**config.mk**
```make
export PLATFORM = sky130hd
export DESIGN_NAME = acc_alu_flat
export DESIGN_NICKNAME = d
export VERILOG_FILES = /design/src/rtl/sap_pkg.sv /design/src/rtl/acc_alu_if.sv /design/src/rtl/acc_alu_alu_comb.sv /design/src/rtl/acc_alu.sv /design/src/flat_wrapper.sv
export SDC_FILE = /design/constraint.sdc
export NUM_CORES = 1
export LEC_CHECK = 0
export ABC_AREA = 1
export ABC_CLOCK_PERIOD_IN_PS = 5800
export CORE_MARGIN = 2
export CORE_UTILIZATION = 55
export CTS_CLUSTER_DIAMETER = 100
export DETAILED_ROUTE_END_ITERATION = 8
export GPL_ROUTABILITY_DRIVEN = 0
export PLACE_DENSITY = 0.84
export SLEW_MARGIN = 5
export SYNTH_ARGS = -nofsm -noshare
export SYNTH_HDL_FRONTEND = slang
export SYNTH_SLANG_ARGS = --single-unit
```
**constraint.sdc**
```tcl
create_clock -name clk -period 5.8 [get_ports clk]
set_input_delay 1.74 -clock clk [delete_from_list [all_inputs] [get_ports clk]]
set_output_delay 1.74 -clock clk [all_outputs]
set_load 0.02 [all_outputs]
```
**src/rtl/sap_pkg.sv**
```systemverilog
// Shared SAP definitions: ALU op codes, control-word bit positions and flag indices.
// Imported by both the control unit and the execution datapath.
package sap_pkg;

  typedef enum logic [3:0] {
    ADD_OP = 4'd0,
    SUB_OP = 4'd1,
    INC_OP = 4'd2,
    DEC_OP = 4'd3,
    AND_OP = 4'd4,
    OR_OP  = 4'd5,
    XOR_OP = 4'd6,
    NOT_OP = 4'd7
  } alu_op_e;

  localparam int CS_W               = 14;
  localparam int CS_ACC_WRITE       = 13;
  localparam int CS_ACC_LOWER_WRITE = 12;
  localparam int CS_ALU_OP_MSB      = 11;
  localparam int CS_ALU_OP_LSB      = 8;
  localparam int CS_B_WRITE         = 7;
  localparam int CS_FLAG_WRITE      = 6;

  localparam int FLAG_Z = 0;
  localparam int FLAG_C = 1;

endpackage

```
**src/rtl/acc_alu_if.sv**
```systemverilog
// Control-word / bus connection between the control unit side and the ACC/ALU datapath.
// The master drives the control word and bus value; the slave returns ACC, ALU result and flags.
interface acc_alu_if #(parameter int WIDTH = 16);
  import sap_pkg::*;

  logic [CS_W-1:0]  cs;
  logic [WIDTH-1:0] bus_in;
  logic [WIDTH-1:0] acc_q;
  logic [WIDTH-1:0] alu_y;
  logic [1:0]       flag;

  modport master (output cs, output bus_in, input acc_q, input alu_y, input flag);
  modport slave  (input cs, input bus_in, output acc_q, output alu_y, output flag);

endinterface

```
**src/rtl/acc_alu_alu_comb.sv**
```systemverilog
// Purely combinational SAP ALU. Carry/borrow comes from a WIDTH+1 bit extended result,
// so ADD/INC report carry-out and SUB/DEC report borrow in the same bit.
module alu_comb
  import sap_pkg::*;
#(
  parameter int WIDTH = 16
) (
  input  logic [WIDTH-1:0] a,
  input  logic [WIDTH-1:0] b,
  input  logic [3:0]       op,
  output logic [WIDTH-1:0] y,
  output logic             carry,
  output logic             zero
);

  logic [WIDTH:0] a_ext;
  logic [WIDTH:0] b_ext;
  logic [WIDTH:0] one_ext;
  logic [WIDTH:0] res_ext;

  assign a_ext   = {1'b0, a};
  assign b_ext   = {1'b0, b};
  assign one_ext = {{WIDTH{1'b0}}, 1'b1};

  always_comb begin
    res_ext = {1'b0, a};
    case (op)
      ADD_OP:  res_ext = a_ext + b_ext;
      SUB_OP:  res_ext = a_ext - b_ext;
      INC_OP:  res_ext = a_ext + one_ext;
      DEC_OP:  res_ext = a_ext - one_ext;
      AND_OP:  res_ext = {1'b0, a & b};
      OR_OP:   res_ext = {1'b0, a | b};
      XOR_OP:  res_ext = {1'b0, a ^ b};
      NOT_OP:  res_ext = {1'b0, ~a};
      default: res_ext = {1'b0, a};
    endcase
  end

  assign y     = res_ext[WIDTH-1:0];
  assign carry = res_ext[WIDTH];
  assign zero  = (res_ext[WIDTH-1:0] == '0);

endmodule

```
**src/rtl/acc_alu.sv**
```systemverilog
// SAP execution datapath: accumulator, B operand and zero/carry flag registers around the ALU.
// Flags always describe the ALU result computed from the pre-edge ACC/B.
module acc_alu
  import sap_pkg::*;
#(
  parameter int WIDTH = 16
) (
  input  logic        clk,
  input  logic        rst,
  acc_alu_if.slave    bus
);

  logic             acc_write;
  logic             acc_lower_write;
  logic             b_write;
  logic             flag_write;
  logic [3:0]       alu_op;

  logic [WIDTH-1:0] acc_d, acc_q;
  logic [WIDTH-1:0] b_d, b_q;
  logic [1:0]       flag_d, flag_q;

  logic [WIDTH-1:0] alu_y;
  logic             alu_carry;
  logic             alu_zero;
  logic             unused_cs;

  assign acc_write       = bus.cs[CS_ACC_WRITE];
  assign acc_lower_write = bus.cs[CS_ACC_LOWER_WRITE];
  assign alu_op          = bus.cs[CS_ALU_OP_MSB:CS_ALU_OP_LSB];
  assign b_write         = bus.cs[CS_B_WRITE];
  assign flag_write      = bus.cs[CS_FLAG_WRITE];
  assign unused_cs       = ^bus.cs[CS_FLAG_WRITE-1:0];

  alu_comb #(.WIDTH(WIDTH)) u_alu (
    .a     (acc_q),
    .b     (b_q),
    .op    (alu_op),
    .y     (alu_y),
    .carry (alu_carry),
    .zero  (alu_zero)
  );

  // Full ACC write takes priority over the low-byte (LDI) write.
  always_comb begin
    acc_d = acc_q;
    if (acc_write) begin
      acc_d = bus.bus_in;
    end else if (acc_lower_write) begin
      acc_d[7:0] = bus.bus_in[7:0];
    end

    b_d = b_q;
    if (b_write) begin
      b_d = bus.bus_in;
    end

    flag_d = flag_q;
    if (flag_write) begin
      flag_d[FLAG_Z] = alu_zero;
      flag_d[FLAG_C] = alu_carry;
    end
  end

  always_ff @(posedge clk) begin
    if (rst) begin
      acc_q  <= '0;
      b_q    <= '0;
      flag_q <= 2'b00;
    end else begin
      acc_q  <= acc_d;
      b_q    <= b_d;
      flag_q <= flag_d;
    end
  end

  assign bus.acc_q = acc_q;
  assign bus.alu_y = alu_y;
  assign bus.flag  = flag_q;

endmodule

```
**src/flat_wrapper.sv**
```systemverilog
// flat-port wrapper written by rule: the top's interface ports become plain ports
module acc_alu_flat import sap_pkg::*;
#(
  parameter int WIDTH = 16
)
  (clk, rst, bus_cs, bus_bus_in, bus_acc_q, bus_alu_y, bus_flag);
  acc_alu_if #(.WIDTH(WIDTH)) bus_i ();
  input  logic clk;
  input  logic rst;
  input wire logic [$bits(bus_i.cs)-1:0] bus_cs;
  input wire logic [$bits(bus_i.bus_in)-1:0] bus_bus_in;
  output wire logic [$bits(bus_i.acc_q)-1:0] bus_acc_q;
  output wire logic [$bits(bus_i.alu_y)-1:0] bus_alu_y;
  output wire logic [$bits(bus_i.flag)-1:0] bus_flag;
  assign bus_i.cs = bus_cs;
  assign bus_i.bus_in = bus_bus_in;
  assign bus_acc_q = bus_i.acc_q;
  assign bus_alu_y = bus_i.alu_y;
  assign bus_flag = bus_i.flag;
  acc_alu #(.WIDTH(WIDTH)) u_core (.clk(clk), .rst(rst), .bus(bus_i));
endmodule
```
# After elaboration in Yosys (flattened, before gate mapping)
# Cells that the tools add are included.
# word_totals
regBits	34
elab_cells	25
# classes
eq_ne	7
bitwise	4
n_addsub	4
muxes	3
n_reduce_logical	3
# ops
operator	n
17-bit one-hot mux with 8 select lines	1
16-bit by 1-bit adder with 17-bit output (second input constant)	1
16-bit by 16-bit adder with 17-bit output	1
16-bit by 1-bit subtractor with 17-bit output (second input constant)	1
16-bit by 16-bit subtractor with 17-bit output	1
16-bit bitwise AND	1
4-bit by 3-bit equality test with 1-bit output (second input constant)	4
16-bit zero test	1
8-bit two-way mux	2
16-bit NOT	1
16-bit OR	1
16-bit XOR	1
4-bit by 2-bit equality test with 1-bit output (second input constant)	2
4-bit by 1-bit equality test with 1-bit output (second input constant)	1
4-bit zero test	1
2-bit nonzero test	1

# Longest topological paths before layout
# Gate-level depths: netlist of run 1.
# depth
depth_word	3
depth_mapped	27

# Cells and area by module
# From an unflattened synthesis of run 1, not the netlist that was laid out.
# hier_totals
hier_cells	662
area_unflattened_um2	4050.1
# modules_own_cells
mod	area_each_um2	cells_each	n_inst	seq_area_each_um2
alu_comb	2801.4	498	1	0.0
acc_alu	1248.7	164	1	680.7

# Worst setup path after synthesis of run 1
# OpenSTA, ideal clock, no wires.
# synth_timing
kind	input port to output port
start	input port bus_cs[9]
end	output port bus_alu_y[13]
required_ps	4060
stages	18
arrival_time_ps	3875
slack_ps	185
path_buffers	3
cell_sequence	buf_4 > nor2_2 > buf_2 > nor2_2 > inv_1 > buf_2 > o21ai_0 > o21ai_0 > ha_1 > nand2_1 > inv_1 > nand2_1 > nand2_1 > a21oi_1 > nand2_1 > nand2_1 > nand3_1 > nand2_1
# synth_between
elab_chain_cells	2
elab_cells_between_ends	9
classes_between	eq/ne: 7; mux: 1; reduce/logical: 1
# synth_rtl
element	line	source
start: declaration	flat_wrapper.sv:10	input wire logic [$bits(bus_i.cs)-1:0] bus_cs;
4-bit by 3-bit equality test with 1-bit output, or another cell as far along	acc_alu_alu_comb.sv:27	case (op)
17-bit one-hot mux with 8 select lines *	acc_alu_alu_comb.sv:27	
end: declaration	flat_wrapper.sv:13	output wire logic [$bits(bus_i.alu_y)-1:0] bus_alu_y;
# Mark *: on every way between the ends. The rest lies on a longest branch, timed or not.

# Worst setup path in the final report of run 1
# layout_timing
start	input port bus_cs[11]
end	output port bus_alu_y[8]
# Same word-level chain as after synthesis.

==> metrics.cfg, run 1 <==
[status]
status=completed

[global_routing]
grt_max_degree=34
grt-ovfl-total=0
grt_use_total_pct=32.89
grt_pass1_vias=4281
grt-busiest-layer=met2
grt_use_met1_pct=43.48
grt.met3_usage_pct=3.791
antenna_found_initial=0
grt_use_met2_pct=53.99
grt_pass1_wl_um=19750

[detailed_routing]
vias_per_cell=5.742
drc=0
drt_iter0_drc=341
vias=4576
drtPass1Iterations=6
ant_nets=0
avgRoutedWirePerCell_um=15.55
routed_wl_um=12390

[placed_design]
dpl-instance-area_um2=4751
io_buffers=59
place_inst=783
dpl.hpwl_um=8881

[die]
die_h_um=86.97
placementRows=30
ioPinCount=66
start_util_pct=56.35
die_w_um=86.97
die_area_um2=7564
core-area_um2=6719

[critical_path]
r2r_cells=26
startpoint_type=primary input
crit_type=in2out
startpoint=bus_cs[11]
r2r-start=u_core.b_q[0]
endpoint_kind=primary output
reg2reg_to=u_core.bus.flag[0]
reg2reg_slack_ns=2.20
endpoint=bus_alu_y[8]
cp_max_fo=5
required_ns=4.06
critPathArrivalTime_ns=4.01

[cells_and_area]
fin_cells=797
nets=798
drive_gt1_share_pct=18.55
final_common_cell=nand2_1
design_area_um2=5090
final_cell_mix=nand2_1 (115), inv_1 (101), o21ai_0 (65), buf_4 (57)
diodes=0
area_delta_synth_final_pct=34.43

[sta]
layout_min_cycle_time_ns=5.752
skew_ns=0.003648
setup_viol=0
hold_violations=0
fin_crit_sh_pct=99.17
tightest_slew_ns=0.8750
rsz0062_at_grt=yes
slew_violations=0
maxSlewHeadroom_pct=41.45
fmax_mhz=173.9

[logic_synthesis]
synth_area_leaders=dfxtp_1 (18%), ha_1 (16%), nand2_1 (13%)
yosysTopAreaCellShare_pct=17.98
synthCells=616
synth.largest_area_cell=dfxtp_1
synth_nets=698
ys_types=32
yosysWarnings=0
ys_seq_area_share_pct=17.98
syn_area_um2=3786
synth.avg_cell_area_um2=6.146
ys_ff_latch=34

[power_and_ir_drop]
fin_total_pwr_mw=1.011
ir_drop_mv=0.1972
power-per-cell-area_nw_per_um2=198.6
leakagePower_nw=2.491

[cts]
clock-sinks=34
postCtsHoldBufs=0
h-tree-depth=2
cts_buffer_depth=2
cts_root_buffer=clkbuf_8
clock_latency_ns=0.29
cts_tree=built
cts.clk_slew.worst_paths_ns=0.07
cts_buffers=5

[run]
maxCapViolations=0

[worst_hold_path]
holdCritPathClass=reg2reg

per-stage QoR:
step	util, %	setup WS [ns]	TNS [ns]	hold slack, ns
final	75.75	0.04805	0	0.4857
after global routing	75.75	-0.05986	-0.2744	0.4951
after CTS	73.89	0.03921	0	0.4834
after detailed placement	70.71	-0.6538	-8.500	0.4737
after global placement	70.71	-0.5928	-7.382	0.4499
after floorplan	-	0.1846	0	0.4871
timing repair:
item / in CTS / in global routing
endpoints found under the setup margin: 15 / 14
gates resized for setup: 76 / 55
pin swaps: 13 / 9
buffers inserted: 5 / 1
power by group:
group / internal, mW / total (mW) / leakage, nW / switching [mW]
Combinational: 0.229 / 0.527 / 2.15 / 0.298
Clock: 0.120 / 0.207 / 0.0575 / 0.0872
Sequential: 0.250 / 0.277 / 0.283 / 0.0271
per-layer routing:
metal	vias up	share of wire [%]
met5	-	0
met4	0	3.4
met3	47	8.4
met2	230	47
met1	2079	42
li1	2220	-
registers in the layout (all words and copies together), names as in the netlist:
signal            cells
u_core.bus.acc_q     16
u_core.b_q           16
u_core.bus.flag       2
cell usage after synthesis (all sizes together):
| library cell | number |
|---|---|
| and2 | 3 |
| xnor2 | 3 |
| nor3 | 6 |
| nor2 | 43 |
| o21ai | 79 |
| inv | 106 |
| nor4 | 3 |
| o22ai | 15 |
| clkbuf | 13 |
| a21oi | 47 |
| or2 | 1 |
| ha | 49 |
| dfxtp | 34 |
| o211ai | 5 |
| nand3 | 48 |
| nand3b | 2 |
| nand2 | 129 |
| xor2 | 9 |
| nor3b | 7 |
| nand4 | 6 |
| buf | 7 |
| fa | 1 |
worst min path at each step:
stage | endpoint | slack [ns] | cells after the start | from
after floorplan | u_core.b_q[2] | 0.49 | 2 | u_core.b_q[2]
after global placement | u_core.bus.flag[0] | 0.45 | 2 | u_core.bus.flag[0]
after detailed placement | u_core.bus.flag[0] | 0.47 | 2 | u_core.bus.flag[0]
after CTS | u_core.bus.flag[0] | 0.48 | 2 | u_core.bus.flag[0]
after global routing | u_core.bus.flag[0] | 0.50 | 2 | u_core.bus.flag[0]
final | u_core.bus.flag[0] | 0.49 | 2 | u_core.bus.flag[0]
cells by family after synthesis:
kind of cell    share of synthesized area, %
buf+inv                                13.12
flops                                  17.98
xor+xnor                               2.776
simple gates                           29.28
compound gates                         20.13
fa+ha+maj                              16.72
critical path, cell delays in order:
cell           delay [ns]
dlygate4sd2_1        0.26
nor2_2               0.15
inv_2                0.10
nor2_4               0.13
buf_4                0.15
o21ai_1              0.09
ha_1                 0.39
nand2_2              0.11
a21oi_2              0.15
buf_4                0.14
nand2_1              0.08
nand3b_1             0.13
nand3_1              0.09
nand3_1              0.12
buf_2                0.19
final cells by class:
| cell class | instances | area [um^2] |
|---|---|---|
| repair buffers | 113 | 978.4 |
| multi-input cells | 456 | 2823 |
| well taps | 80 | 100.1 |
| clock buffers | 8 | 110.1 |
| fillers | 508 | 1629 |
| inverters | 106 | 397.9 |
| flip-flops and latches | 34 | 680.7 |
(Power assumes the default switching activity.)
==> inputs of run 2 (changes only) <==
CAP_MARGIN = 20   (was unset)
==> results of run 2 <==
No change in the layout: final DEF, timing and power equal those of run 1.
==> inputs of run 3 (changes only) <==
CORE_UTILIZATION = 46   (was 55)
PLACE_DENSITY = 0.72   (was 0.84)
==> run 3 against run 2 <==
  * Critical endpoint is now bus_alu_y[5]
  * Final cell count rose by 4.4%
  * Clock power fell by 9.7%
  * First-iteration DRC count fell by 0.29%
  * Die area rose by 19%
  * Hold slack got worse by 0.0094 ns
  * Via count fell by 2.9%
  * Highest routed layer unchanged
  * Sequential power barely moved
==> metrics.cfg, run 3 (synthesis results as in run 1) <==
[status]
status=completed  ; unchanged

[cts]
cts.clk_slew.worst_paths_ns=0.07  ; about the same
clock-sinks=34  ; unchanged
cts_buffers=5  ; unchanged
cts_root_buffer=clkbuf_8  ; unchanged
cts_tree=built  ; unchanged
cts_buffer_depth=2  ; unchanged
h-tree-depth=2  ; unchanged
clock_latency_ns=0.29  ; about the same

[detailed_routing]
routed_wl_um=12170  ; was 12390 um
drtPass1Iterations=5  ; was 6
ant_nets=0  ; unchanged
avgRoutedWirePerCell_um=14.62  ; was 15.55 um
drt_iter0_drc=340  ; was 341
drc=0  ; unchanged
vias_per_cell=5.341  ; was 5.742
vias=4444  ; was 4576

[worst_hold_path]
hold_start=u_core.bus.flag[0]  ; unchanged
holdCritPathClass=reg2reg  ; unchanged

[critical_path]
reg2reg_slack_ns=2.06  ; was 2.20 ns
startpoint=bus_cs[10]  ; was bus_cs[11]
required_ns=4.06  ; about the same
endpoint_kind=primary output  ; unchanged
startpoint_type=primary input  ; unchanged
endpoint=bus_alu_y[5]  ; was bus_alu_y[8]
r2r-start=u_core.b_q[0]  ; unchanged
r2r_cells=26  ; unchanged
critPathArrivalTime_ns=3.96  ; was 4.01 ns
reg2reg_to=u_core.bus.flag[0]  ; unchanged
crit_type=in2out  ; unchanged
cp_max_fo=5  ; unchanged

[die]
start_util_pct=46.78  ; was 56.35%
die_area_um2=8973  ; was 7564 um^2
placementRows=33  ; was 30
ioPinCount=66  ; unchanged
core-area_um2=8093  ; was 6719 um^2
die_w_um=94.73  ; was 86.97 um
die_h_um=94.73  ; was 86.97 um

[sta]
slew_violations=0  ; unchanged
tightest_slew_ns=0.9054  ; was 0.8750 ns
fmax_mhz=175.6  ; was 173.9 MHz
tns_ns=0  ; unchanged
layout_min_cycle_time_ns=5.695  ; was 5.752 ns
skew_ns=0.005655  ; was 0.003648 ns
setup_viol=0  ; unchanged
fin_crit_sh_pct=98.19  ; was 99.17%
hold_violations=0  ; unchanged
hold_ws_ns=0.4762  ; was 0.4857 ns
rsz0062_at_grt=no  ; was yes
maxSlewHeadroom_pct=39.42  ; was 41.45%
postLayoutSetupSlackWorst_ns=0.1048  ; was 0.04805 ns

[cells_and_area]
final_cell_mix=nand2_1 (107), inv_1 (101), o21ai_0 (63), buf_4 (63), a21oi_1 (43)  ; was nand2_1 (115), inv_1 (101), o21ai_0 (65), buf_4 (57)
diodes=0  ; unchanged
drive_gt1_share_pct=21.18  ; was 18.55%
nets=808  ; was 798
final_common_cell=nand2_1  ; unchanged
design_area_um2=5216  ; was 5090 um^2
fin_util_pct=64.46  ; was 75.75%
area_delta_synth_final_pct=37.77  ; was 34.43%

[global_routing]
grt_pass1_wl_um=18970  ; was 19750 um
antenna_found_initial=0  ; unchanged
grt_use_total_pct=26.79  ; was 32.89%
grt_max_degree=34  ; unchanged
grt-ovfl-total=0  ; unchanged
grt_pass1_vias=4093  ; was 4281

[power_and_ir_drop]
power-per-cell-area_nw_per_um2=190.6  ; was 198.6 nW/um^2
leakagePower_nw=2.535  ; was 2.491 nW
ir_drop_mv=0.1527  ; was 0.1972 mV

[run]
maxCapViolations=0  ; unchanged

[placed_design]
io_buffers=59  ; unchanged
pre_cts_slack_ns=-0.7344  ; was -0.6538 ns
dpl.hpwl_um=8860  ; was 8881 um
dpl-instance-area_um2=4787  ; was 4751 um^2

[run 3: cell count changes in the layout (fill, tap and decap cells not counted), sizes merged]
cell / previous run / this run
buf: 65 / 76
clkdlybuf4s15: 1 / 2
dlygate4sd2: 5 / 2
clkinv: 0 / 1
[run 3: where the power goes]
| part | internal (mW) | leakage [nW] | total (mW) | switching (mW) |
|---|---|---|---|---|
| logic | 0.237 | 2.20 | 0.531 | 0.294 |
| clock network | 0.0958 | 0.0482 | 0.187 | 0.0911 |
| registers | 0.250 | 0.283 | 0.277 | 0.0269 |
[run 3: repair_timing]
item                       4_1_cts  5_1_grt
pin swaps                       15       24
gates cloned                     0        1
gates resized for setup         97       52
hold buffers                     0        0
setup buffers                   11        5
setup endpoints to repair       15       13
[run 3: worst max-delay path, stage by stage]
cell and delay, ns:
clkdlybuf4s15_1 0.20, nor2_2 0.14, inv_2 0.10, nor2_4 0.18, buf_6 0.14, o21ai_1 0.06
o21ai_1 0.10, ha_1 0.31, buf_4 0.16, buf_4 0.12, buf_4 0.12, or2_2 0.30
nand2_2 0.07, nand3_2 0.08, buf_6 0.14
[run 3: metal layers]
layer / vias to the layer above / part of all wire [%] / global-route usage, % / wire (um)
li1: 2247 / - / - / -
met1: 2034 / 44 / 34.33 / 5413
met2: 142 / 48 / 45.74 / 5853
met3: 21 / 5.8 / 4.868 / 709
met4: 0 / 1.5 / 7.850 / 188
met5: - / 0 / 0 / 0
[run 3: how the worst min path moves through the flow]
stage                              end  cells after the start
floorplan                u_core.b_q[2]                      2
global placement    u_core.bus.flag[0]                      2
detailed placement  u_core.bus.flag[0]                      2
CTS                 u_core.bus.flag[0]                      2
global route        u_core.bus.flag[0]                      2
finish              u_core.bus.flag[0]                      2
[run 3: area by class of cell]
class                           instances  area, um^2
Timing Repair Buffer                  123        1066
Fill cell                             734        2877
Clock buffer                            7       86.33
Multi-Input combinational cell        456        2846
Tap cell                              105       131.4
Inverter                              106       400.4
Clock inverter                          1       5.005
Sequential cell                        34       680.7
[run 3: metrics by stage]
step                power [mW]  cells
finish                  0.9944    832
global route             1.057    832
CTS                     0.9443    826
detailed placement      0.7374    807
global placement        0.7250    807
floorplan               0.5467    616
